$ cat src/rtl/fetch_ctrl.sv
// Instruction-fetch sequencer for the multi-cycle RV32I core.
// Owns the architectural PC, issues one imem request at a time and hands
// each fetched word to decode over a valid/ready handshake. Redirects
// squash any in-flight fetch; a misaligned redirect target parks the block
// in a terminal FAULT state until reset.
//
//   state | meaning
//   ------+-----------------------------------------------------------
//   IDLE  | no fetch outstanding; start one when stall=0
//   REQ   | imem_req held with latched imem_addr until imem_gnt
//   WAIT  | request granted, waiting for imem_rvalid
//   HOLD  | word presented to decode, waiting for if_ready
//   FAULT | misaligned redirect seen; inert until reset
module fetch_ctrl #(
  parameter logic [31:0] RESET_PC = 32'h0000_0000
) (
  input  logic        clk,
  input  logic        rst_n,
  input  logic        stall,
  output logic        imem_req,
  output logic [31:0] imem_addr,
  input  logic        imem_gnt,
  input  logic        imem_rvalid,
  input  logic [31:0] imem_rdata,
  output logic        if_valid,
  output logic [31:0] if_instr,
  output logic [31:0] if_pc,
  input  logic        if_ready,
  input  logic        redirect_valid,
  input  logic [31:0] redirect_pc,
  output logic        fault,
  output logic [31:0] fault_pc
);

  typedef enum logic [2:0] {
    IDLE  = 3'd0,
    REQ   = 3'd1,
    WAIT  = 3'd2,
    HOLD  = 3'd3,
    FAULT = 3'd4
  } state_t;

  state_t      state;
  logic [31:0] pc;
  // Set when the response of the outstanding request belongs to a squashed
  // fetch and must be thrown away.
  logic        drop;

  logic redirect_misaligned;
  assign redirect_misaligned = redirect_valid && (redirect_pc[1:0] != 2'b00);

  // Fetch FSM, PC and all registered outputs.
  always_ff @(posedge clk) begin
    if (!rst_n) begin
      state     <= IDLE;
      pc        <= RESET_PC;
      drop      <= 1'b0;
      imem_req  <= 1'b0;
      imem_addr <= RESET_PC;
      if_valid  <= 1'b0;
      if_instr  <= 32'h0;
      if_pc     <= 32'h0;
      fault     <= 1'b0;
      fault_pc  <= 32'h0;
    end else if (state != FAULT) begin
      if (redirect_misaligned) begin
        // pc is left alone; whatever imem returns later is never looked at.
        state    <= FAULT;
        fault    <= 1'b1;
        fault_pc <= redirect_pc;
        imem_req <= 1'b0;
        if_valid <= 1'b0;
        drop     <= 1'b0;
      end else if (redirect_valid) begin
        pc <= redirect_pc;
        case (state)
          HOLD: begin
            // A same-cycle handshake is treated as consumed, but the
            // redirect target replaces pc+4.
            if_valid <= 1'b0;
            state    <= IDLE;
          end
          REQ: begin
            // imem_addr keeps the old address until the grant; only its
            // response is discarded.
            drop <= 1'b1;
            if (imem_gnt) begin
              imem_req <= 1'b0;
              state    <= WAIT;
            end
          end
          WAIT: begin
            // If the response lands in the same cycle it is the one being
            // squashed, so discard it now instead of waiting for another
            // response that will never come.
            if (imem_rvalid) begin
              drop  <= 1'b0;
              state <= IDLE;
            end else begin
              drop <= 1'b1;
            end
          end
          default: ;
        endcase
      end else begin
        case (state)
          IDLE: begin
            if (!stall) begin
              state     <= REQ;
              imem_req  <= 1'b1;
              imem_addr <= pc;
            end
          end
          REQ: begin
            if (imem_gnt) begin
              imem_req <= 1'b0;
              state    <= WAIT;
            end
          end
          WAIT: begin
            if (imem_rvalid) begin
              if (drop) begin
                drop  <= 1'b0;
                state <= IDLE;
              end else begin
                if_instr <= imem_rdata;
                if_pc    <= pc;
                if_valid <= 1'b1;
                state    <= HOLD;
              end
            end
          end
          HOLD: begin
            if (if_ready) begin
              if_valid <= 1'b0;
              pc       <= pc + 32'd4;
              state    <= IDLE;
            end
          end
          default: ;
        endcase
      end
    end
  end

endmodule

$ cat config.mk
export PLATFORM = sky130hd
export DESIGN_NAME = fetch_ctrl
export DESIGN_NICKNAME = d
export VERILOG_FILES = /design/src/rtl/fetch_ctrl.sv
export SDC_FILE = /design/constraint.sdc
export NUM_CORES = 1
export LEC_CHECK = 0
export CORE_ASPECT_RATIO = 1.25
export CORE_MARGIN = 3
export CORE_UTILIZATION = 51
export CTS_CLUSTER_DIAMETER = 100
export DETAILED_ROUTE_END_ITERATION = 10
export GPL_ROUTABILITY_DRIVEN = 0
export GPL_TIMING_DRIVEN = 0
export HOLD_SLACK_MARGIN = 0.03
export PLACE_DENSITY_LB_ADDON = 0.2
export SLEW_MARGIN = 15
export SYNTH_ARGS = -nofsm -noshare
export SYNTH_HDL_FRONTEND = slang
export SYNTH_SLANG_ARGS = --single-unit
$ cat constraint.sdc
create_clock -name clk -period 3.28 [get_ports clk]
set_input_delay 0.656 -clock clk [delete_from_list [all_inputs] [get_ports clk]]
set_output_delay 0.656 -clock clk [all_outputs]
set_load 0.1 [all_outputs]
# == Word level (Yosys, flattened, before mapping) ==
# Cells that the tools add are included.
# word_totals
regBits,167
inputBits,71
elab_cells,78
out_inout_bits,131
# op_classes
eq_ne,12
bitwise,4
n_mux,32
reduce_logical,19
n_addsub,1
# op_table
op,n
2-to-1 mux 32 bit,3
"adder 32 x 3 -> 32 bit, second input constant",1
2-to-1 mux 3 bit,7
AND reduction 6 bit,3
2-to-1 mux 1 bit,16
"inequality test 4 bit, second input constant",4
nonzero test 3 bit,5
one-hot mux 3 bit (4 select lines),1
AND reduction 4 bit,3
one-hot mux 3 bit (3 select lines),1
"equality test 3 x 2 -> 1 bit, second input constant",2
"inequality test 3 x 1 -> 1 bit, second input constant",2
"inequality test 3 bit, second input constant",2
one-hot mux 1 bit (2 select lines),3
nonzero test 2 bit,3
"inequality test 5 x 1 -> 1 bit, second input constant",1
AND reduction 5 bit,1
nonzero test 5 bit,1
inverter 1 bit,4
"equality test 3 x 1 -> 1 bit, second input constant",1
zero test 3 bit,1
2-to-1 mux 2 bit,1
AND reduction 2 bit,1
logical AND 1 bit,1

# == Depth between registers and ports, before layout ==
# Gate-level depths: netlist of the first run.
# depth
depth_word,5
ltp_mapped,8
ltp_nobuf,6

# == Least setup slack after synthesis of the first run ==
# OpenSTA, ideal clock, no wires.
# synth_path
path_kind,input -> register
from,input port redirect_valid
to,register if_instr[17]
path_stages,7
slack_ns,1.406
path_buffers,3
t_arrival_ns,1.742
t_required_ns,3.148
setup_time_ns,0.132
path_cell_list,buf_2 -> nor4_1 -> nand2_1 -> buf_2 -> buf_1 -> nand2_1 -> a21oi_1
# synth_between
elab_chain_cells,3
word_cells_on_any_way,4
cone_classes,bitwise (2); reduce/logical (2)
# synth_lines
item,line,rtl
"start, declared",29,"input logic redirect_valid,"
logical AND 1 bit,50,assign redirect_misaligned = redirect_valid && (redirect_pc[1:0] != 2'b00);
inverter 1 bit (no source line),n/a,
AND reduction 6 bit (no source line) *,n/a,
"end signal, assigned",126,if_instr <= imem_rdata;
"end, declared",26,"output logic [31:0] if_instr,"
# Mark *: on every way between the ends. The rest lies on a longest branch, timed or not.
# A chain may end at the register's enable or synchronous reset.

# == Worst setup path in the final report of the first run ==
# layout_path
from,register imem_addr[17]
to,output port imem_addr[17]
# layout_rtl
item,line,rtl
"start, declared",21,"output logic [31:0] imem_addr,"
"start signal, assigned",111,imem_addr <= pc;
# No word-level cell between the ends.

==> results of run 1 <==
-- cell usage after synthesis, types with 9 or more instances --
cell / number
nand3_1: 12
nor2_1: 35
a22oi_1: 9
o21ai_1: 11
nand2_1: 287
dfxtp_1: 167
buf_2: 19
a21oi_1: 159
nor3_1: 13
nand4_1: 10
clkbuf_1: 42
-- final timing paths --
kind	end	slack (ns)	depth (start not counted)
worst max-delay path	imem_addr[17]	0.67	1
worst min-delay path	fault_pc[7]	0.45	2
worst max register to register	pc[28]	1.07	6
worst min register to register	fault_pc[7]	0.45	2
-- worst min-delay path, cell delays in order, from the launching register on --
cell and delay, ns:
dfxtp_1 0.31, nand2_1 0.05, a21oi_1 0.05
-- cells by family after synthesis --
logic type      share of synthesized area [%]
xor+xnor                                0.126
simple gates                             25.0
fa+ha+maj                               0.179
mux                                     0.861
buf+inv                                  5.24
compound gates                           20.7
flops                                    47.9
-- final cells by class --
class / instances / area [um^2] / area share (%)
timing repair buffer: 200 / 2000 / 20.5
tap: 171 / 214 / 2.19
multi-input combinational: 650 / 3270 / 33.5
clock buffer: 18 / 439 / 4.50
inverter: 8 / 30.0 / 0.308
sequential: 167 / 3340 / 34.3
clock inverter: 13 / 121 / 1.24
buffer: 75 / 335 / 3.44
-- stage by stage --
stage	utilization, %	cells	hold slack [ns]	cell area, um^2	power (mW)
finish	73.4	1302	0.454	9750	5.04
global placement	69.2	1271	0.441	9190	3.15
detailed placement	69.2	1271	0.446	9190	3.16
global route	73.4	1302	0.473	9750	5.19
floorplan	-	900	0.441	6980	2.85
CTS	73.4	1302	0.455	9750	5.04
-- sequential cells by signal, indices dropped and copies added, names as in the netlist --
signal and cells:
drop 1, fault 1, fault_pc 32, if_instr 32, if_pc 32, if_valid 1, imem_addr 32, imem_req 1
pc 32, state 3
-- layout by cell type (no fill, tap or decap), types with 5 or more instances in the layout --
cell type        synthesis  layout
a22o_1                   5       5
and3_1                   8       8
nand2_1                287     287
o21ai_0                  8       8
nor4_1                   6       6
nor3_1                  13      13
mux2i_1                  6       6
nand4_1                 10      10
nand3_1                 12      12
clkbuf_1                42      42
a22oi_1                  9       9
o21ai_1                 11      11
clkbuf_16                0      17
a31oi_1                  5       5
inv_1                    8       8
clkdlybuf4s50_1          0     200
a21oi_1                159     159
dfxtp_1                167     167
buf_1                    6       6
nor2_1                  35      35
buf_2                   19      19
buf_4                    8       8
-- per-layer routing --
metal  up-vias  GRT usage (%)  part of all wire [%]
met5         -              0                     0
met4         0           11.6                   3.5
met3        76           6.28                   8.4
met2       431           47.8                    47
met1      3410           34.8                    41
li1       3526              -                     -
-- report_power, final --
part / switching, mW / leakage, nW / internal [mW]
sequential: 0.0671 / 1.35 / 2.10
combinational: 0.675 / 1.72 / 0.281
clock: 0.846 / 0.273 / 1.07
total: 1.59 / 3.34 / 3.45
==> flow_metrics.env, run 1 <==
export IMPL_status="finished, final reports clean"
export IMPL_grt_usage_pct=28.1
export IMPL_yosysSeqAreaShare_pct=47.9
export IMPL_yosys_warnings=0
export IMPL_syn_area_per_cell_um2=7.75
export IMPL_num_nets_final=1191
export IMPL_ant_nets=0
export IMPL_grt_pass1_wl_um=34500
export IMPL_tritoncts="yes"
export IMPL_pre_cts_slack_ns=0.507
export IMPL_fin_tns_setup_ns=0
export IMPL_io_buffers=200
export IMPL_setup_viol=0
export IMPL_drt_pass1_iterations=6
export IMPL_worstSetupStartpointType="flip-flop"
export IMPL_core_area_um2=13300
export IMPL_setup_ws_ns=0.667
export IMPL_critical_path_class="flip-flop to output port"
export IMPL_io_pin_count=202
export IMPL_required_ns=2.62
export IMPL_critPathSlowestCell="clkdlybuf4s50_1"
export IMPL_synth_ff_type="dfxtp_1"
export IMPL_cts_buffers=17
export IMPL_fillers=1067
export IMPL_slew_viol_final=0
export IMPL_min_period_ns=2.61
export IMPL_synth_cell_type_count=59
export IMPL_syn_nets=972
export IMPL_rows=47
export IMPL_synth_area_leaders="dfxtp_1 (48%), nand2_1 (15%), a21oi_1 (11%)"
export IMPL_hpwlAfterDp_um=16400
export IMPL_period_share_pct=79.7
export IMPL_cts_root_buf="clkbuf_16"
export IMPL_synth_edf_count=0
export IMPL_clock_latency_ns=0.42
export IMPL_timing_rr_start="pc[3]"
export IMPL_leakage_nw=3.34
export IMPL_rsz0062_at_grt="no"
export IMPL_post_cts_buffers=0
export IMPL_relSlewSlack_pct=30.0
export IMPL_drive_gt1_share_pct=6.19
export IMPL_antenna_found_initial=0
export IMPL_async_reset_ff_share_pct=0
export IMPL_cts_resized=0
export IMPL_finalClockSkew_ns=0.00840
export IMPL_antennaDiodeCount=0
export IMPL_grt_pass1_vias=6792
export IMPL_path_max_fanout=2
export IMPL_vias=7443
export IMPL_slowest_delay_ns=1.16
export IMPL_cp_cell_sequence="clkdlybuf4s50_1"
export IMPL_hold_viol=0
export IMPL_ir_drop_mv=0.323
export IMPL_postRouteWirelength_um=22200
export IMPL_clkSlewWorstSetupHoldPaths_ns=0.07
export IMPL_cp_num_buf_inv=1
export IMPL_wl_per_cell_um=17.1
export IMPL_grt_overflow=0
export IMPL_dieArea_um2=15100
export IMPL_crit_start="imem_addr[17]"
export IMPL_endpoint_kind="output port"
export IMPL_powerDensity_nw_per_um2=517
export IMPL_yosysTopAreaCell="dfxtp_1"
export IMPL_synthesis_area_um2=6980
export IMPL_critPathTopFamily="buffers and inverters"
export IMPL_area_delta_synth_final_pct=39.8
export IMPL_viasPerCell=5.72
export IMPL_clock_fmax_ghz=0.383
export IMPL_synth_top_area_share_pct=47.9
export IMPL_worstHoldStart="fault_pc[7]"
export IMPL_synth_cells=900
export IMPL_min_path_type="flip-flop to flip-flop"
export IMPL_synth_seq_cells=167
export IMPL_grt_max_degree=17
export IMPL_die_h_um=137
export IMPL_clockBufferDepth=2
export IMPL_cap_viol_max_count=0
export IMPL_initial_core_util_pct=52.5
export IMPL_drt_iter0_drc=763
export IMPL_cts_sinks=167
export IMPL_drc=0
export IMPL_cp_data_arrival_time_ns=1.96
export IMPL_cts_hold_buffers=0
export IMPL_die_w_um=111
export IMPL_worst_pin_slew_ns=1.05
export IMPL_htree_levels=4
Note: power is estimated with default switching activity, not from simulation.
==> inputs of run 2 (changes only) <==
CORE_UTILIZATION = 43   (was 51)
clock period = 2.2 ns   (was 3.28 ns; I/O delays follow)
==> flow_metrics.env, run 2 (same netlist as run 1, synthesis figures left out) <==
export IMPL_status="finished, final reports clean"
export IMPL_hold_viol=0
export IMPL_mostFrequentLayoutCells="nand2_1 (287), dfxtp_1 (167), a21oi_1 (158)"
export IMPL_dieArea_um2=17800
export IMPL_critPathTopFamily="buffers and inverters"
export IMPL_cts_hold_buffers=0
export IMPL_min_path_type="flip-flop to flip-flop"
export IMPL_critical_path_class="input port to flip-flop"
export IMPL_wl_per_cell_um=16.9
export IMPL_hpwlAfterDp_um=16900
export IMPL_clkSlewWorstSetupHoldPaths_ns=0.06
export IMPL_clockBufferDepth=2
export IMPL_worst_pin_slew_ns=1.02
export IMPL_cp_num_buf_inv=2
export IMPL_grt_max_degree=17
export IMPL_cts_sinks=167
export IMPL_grt_busiest_layer="met2"
export IMPL_relSlewSlack_pct=32.6
export IMPL_ant_nets=0
export IMPL_die_h_um=148
export IMPL_grt_usage_pct=25.1
export IMPL_clock_latency_ns=0.43
export IMPL_grt_overflow=0
export IMPL_ir_drop_mv=0.520
export IMPL_rsz0062_at_grt="yes"
export IMPL_fin_tns_setup_ns=0
export IMPL_vias=7213
export IMPL_cp_data_arrival_time_ns=2.51
export IMPL_io_pin_count=202
export IMPL_postRouteWirelength_um=22700
export IMPL_powerDensity_nw_per_um2=764
export IMPL_io_buffers=200
export IMPL_antenna_found_initial=0
export IMPL_drc=0
export IMPL_drt_pass1_iterations=6
export IMPL_clock_fmax_ghz=0.457
export IMPL_cp_cell_sequence="clkdlybuf4s50_1 -> and4b_1 -> o31ai_2 -> buf_2 -> nor2_1 -> a32o_1"
export IMPL_initial_core_util_pct=44.3
export IMPL_drive_gt1_share_pct=7.69
export IMPL_critPathSlowestCell="o31ai_2"
export IMPL_grt_use_met1_pct=30.7
export IMPL_min_period_ns=2.19
export IMPL_grt_pass1_vias=6785
export IMPL_cap_viol_max_count=0
export IMPL_finalClockSkew_ns=0.00985
export IMPL_cts_root_buf="clkbuf_16"
export IMPL_die_w_um=120
export IMPL_drt_iter0_drc=691
export IMPL_met2_usage_pct=42.5
export IMPL_rows=51
export IMPL_setup_viol=0
export IMPL_period_share_pct=99.4
export IMPL_antennaDiodeCount=0
export IMPL_final_common_cell="nand2_1"
export IMPL_slowest_delay_ns=0.54
export IMPL_power_total_mw=7.40
export IMPL_worstSetupStartpointType="input port"
export IMPL_area_delta_synth_final_pct=38.9
export IMPL_viasPerCell=5.37
export IMPL_met3_usage_pct=5.67
export IMPL_cts_buffers=17
export IMPL_tritoncts="yes"
export IMPL_num_nets_final=1193
export IMPL_leakage_nw=4.00
export IMPL_htree_levels=4
export IMPL_path_max_fanout=10
export IMPL_holdWs_ns=0.449
export IMPL_slew_viol_final=0
export IMPL_required_ns=2.52
export IMPL_endpoint_kind="flip-flop"
export IMPL_grt_pass1_wl_um=35400
export IMPL_core_area_um2=15800
==> run 2: cell types whose count changed in the layout (fill, tap and decap cells not counted), moves of 3 or more <==
| cell | before | now |
|---|---|---|
| clkbuf_2 | 0 | 11 |
| clkbuf_1 | 42 | 37 |
| clkdlybuf4s50_1 | 200 | 69 |
| nor4_1 | 6 | 3 |
| dlygate4sd2_1 | 0 | 131 |
| inv_6 | 4 | 0 |
| buf_1 | 6 | 2 |
==> run 2: what timing repair did <==
item	in CTS	in global routing
hold endpoints to repair	0	0
buffers inserted	0	2
resized for setup	133	24
endpoints found under the setup margin	134	91
gates cloned	0	0
pin swaps	0	1
==> run 2: worst reg2reg max path, stage by stage (launching register included) <==
cell and delay, ns:
dfxtp_1 0.47, and4b_1 0.30, o31ai_2 0.54, buf_2 0.38
nor2_1 0.13, a32o_1 0.24
==> run 2: where the power goes <==
part | switching [mW] | internal [mW]
Sequential | 0.0964 | 3.14
Combinational | 1.01 | 0.377
Clock | 1.19 | 1.59
==> run 2: routing by layer <==
| layer | routed length (um) | share of wire, % |
|---|---|---|
| met3 | 1760 | 7.7 |
| met4 | 673 | 3.0 |
| met5 | 0 | 0 |
| met2 | 10900 | 48 |
| met1 | 9420 | 41 |
==> run 2: path summary, 6_finish.rpt <==
check / startpoint / to / slack (ns) / cells after the start
max: if_ready / pc[19] / 0.01 / 6
min: if_pc[7] / if_pc[7] / 0.45 / 2
max reg2reg: state[2] / pc[19] / 0.03 / 5
min reg2reg: if_pc[7] / if_pc[7] / 0.45 / 2
==> run 2: final cells by class <==
cell class	count	area, um^2
plain buffers	75	349
clock buffers	21	460
clock inverters	9	78.8
fillers	1536	6070
inverters	8	30.0
multi-input cells	650	3310
flip-flops and latches	167	3340
well taps	212	265
repair buffers	202	1850
==> run 2: through the flow <==
step           setup slack (ns)  std cells  util (%)  cell area (um^2)
5_1_grt                -0.00466       1344      61.5              9690
4_1_cts                  0.0302       1342      61.1              9630
3_5_place_dp             -0.428       1312      58.7              9250
3_3_place_gp             -0.394       1312      58.7              9250
6_report                 0.0134       1344      61.5              9690
2_1_floorplan             0.439        900         -              6980
==> inputs of run 3 (changes only) <==
CORE_UTILIZATION = 25   (was 43)
SETUP_SLACK_MARGIN = 0.15   (was unset)
clock period = 2.4 ns   (was 2.2 ns; I/O delays follow)
==> flow_metrics.env, run 3 (same netlist as run 1, synthesis figures left out) <==
export IMPL_final_common_cell="nand2_1"
export IMPL_leakage_nw=4.02
export IMPL_cp_num_buf_inv=1
export IMPL_min_path_type="flip-flop to flip-flop"
export IMPL_hold_viol=0
export IMPL_path_max_fanout=2
export IMPL_slew_viol_final=0
export IMPL_core_area_um2=27200
export IMPL_cp_cell_sequence="dlygate4sd2_1"
export IMPL_final_area_um2=9900
export IMPL_mostFrequentLayoutCells="nand2_1 (287), dfxtp_1 (166), a21oi_1 (158)"
export IMPL_area_delta_synth_final_pct=41.8
export IMPL_clkSlewWorstSetupHoldPaths_ns=0.07
export IMPL_antenna_found_initial=0
export IMPL_num_nets_final=1191
export IMPL_cts_hold_buffers=0
export IMPL_grt_usage_pct=17.0
export IMPL_worst_pin_slew_ns=1.04
export IMPL_endpoint_kind="output port"
export IMPL_status="finished, final reports clean"
export IMPL_critPathSlowestCell="dlygate4sd2_1"
export IMPL_viasPerCell=4.77
export IMPL_critPathTopFamily="buffers and inverters"
export IMPL_post_cts_buffers=0
export IMPL_regArea_um2=3340
export IMPL_io_pin_count=202
export IMPL_cp_data_arrival_time_ns=1.69
export IMPL_cts_sinks=167
export IMPL_tritoncts="yes"
export IMPL_fillers=2960
export IMPL_dp_cells=1445
export IMPL_dieArea_um2=30000
export IMPL_grt_max_degree=17
export IMPL_holdWs_ns=0.449
export IMPL_multiInputGateArea_um2=3320
export IMPL_r2r_slack_ns=0.24
export IMPL_slowest_delay_ns=0.88
export IMPL_powerDensity_nw_per_um2=711
export IMPL_worstSetupStartpointType="flip-flop"
export IMPL_cap_viol_max_count=0
export IMPL_ir_drop_mv=0.429
export IMPL_critical_path_class="flip-flop to output port"
export IMPL_power_total_mw=7.04
export IMPL_final_util_pct=36.4
export IMPL_period_share_pct=90.3
export IMPL_relSlewSlack_pct=30.7
export IMPL_post_dp_cell_area_um2=9410
export IMPL_grt_pass1_wl_um=39300
export IMPL_rsz0062_at_grt="yes"
export IMPL_grt_overflow=0
export IMPL_drc=0
export IMPL_postRouteWirelength_um=26000
export IMPL_grt_pass1_vias=6731
export IMPL_final_cells=1476
export IMPL_pre_cts_slack_ns=-0.474
export IMPL_required_ns=1.92
export IMPL_drive_gt1_share_pct=7.87
export IMPL_initial_core_util_pct=25.7
export IMPL_hpwlAfterDp_um=19600
export IMPL_rows=67
export IMPL_die_h_um=193
export IMPL_setup_viol=0
export IMPL_drt_iter0_drc=480
export IMPL_drt_pass1_iterations=5
export IMPL_min_period_ns=2.17
export IMPL_die_w_um=155
export IMPL_io_buffers=200
export IMPL_clock_fmax_ghz=0.461
export IMPL_vias=7044
export IMPL_clockBufferDepth=2
export IMPL_setup_ws_ns=0.232
export IMPL_cts_buffers=17
export IMPL_antennaDiodeCount=0
export IMPL_wl_per_cell_um=17.6
export IMPL_finalClockSkew_ns=0.00743
export IMPL_htree_levels=4
export IMPL_fin_tns_setup_ns=0
export IMPL_cts_root_buf="clkbuf_16"
export IMPL_ant_nets=0
export IMPL_clock_latency_ns=0.43
[run 3: where the power goes]
part           switching, mW  internal (mW)
sequential            0.0900           2.87
clock                   1.21           1.57
combinational          0.947          0.347
[run 3: final timing paths]
| kind | start | endpoint | cells after the start |
|---|---|---|---|
| worst min-delay path | if_instr[3] | if_instr[3] | 2 |
| worst max register to register | state[2] | pc[19] | 5 |
| worst min register to register | if_instr[3] | if_instr[3] | 2 |
| worst max-delay path | imem_addr[14] | imem_addr[14] | 1 |
[run 3: final cells by class]
class | instances | share of cell area (%)
multi-input combinational | 650 | 33.5
clock inverter | 13 | 1.47
inverter | 8 | 0.303
buffer | 75 | 3.53
timing repair buffer | 200 | 18.6
tap | 345 | 4.36
sequential | 167 | 33.8
clock buffer | 18 | 4.44
[run 3: timing repair]
action | CTS | global route
resized for setup | 134 | 25
setup endpoints to repair | 164 | 97
pin swaps | 0 | 1
[run 3: metal layers]
layer | global-route usage (%) | part of all wire [%] | up-vias
li1 | - | - | 3534
met1 | 21.4 | 43 | 3194
met2 | 28.7 | 48 | 273
met3 | 3.48 | 6.5 | 43
met4 | 6.50 | 2.4 | 0
met5 | 0 | 0 | -
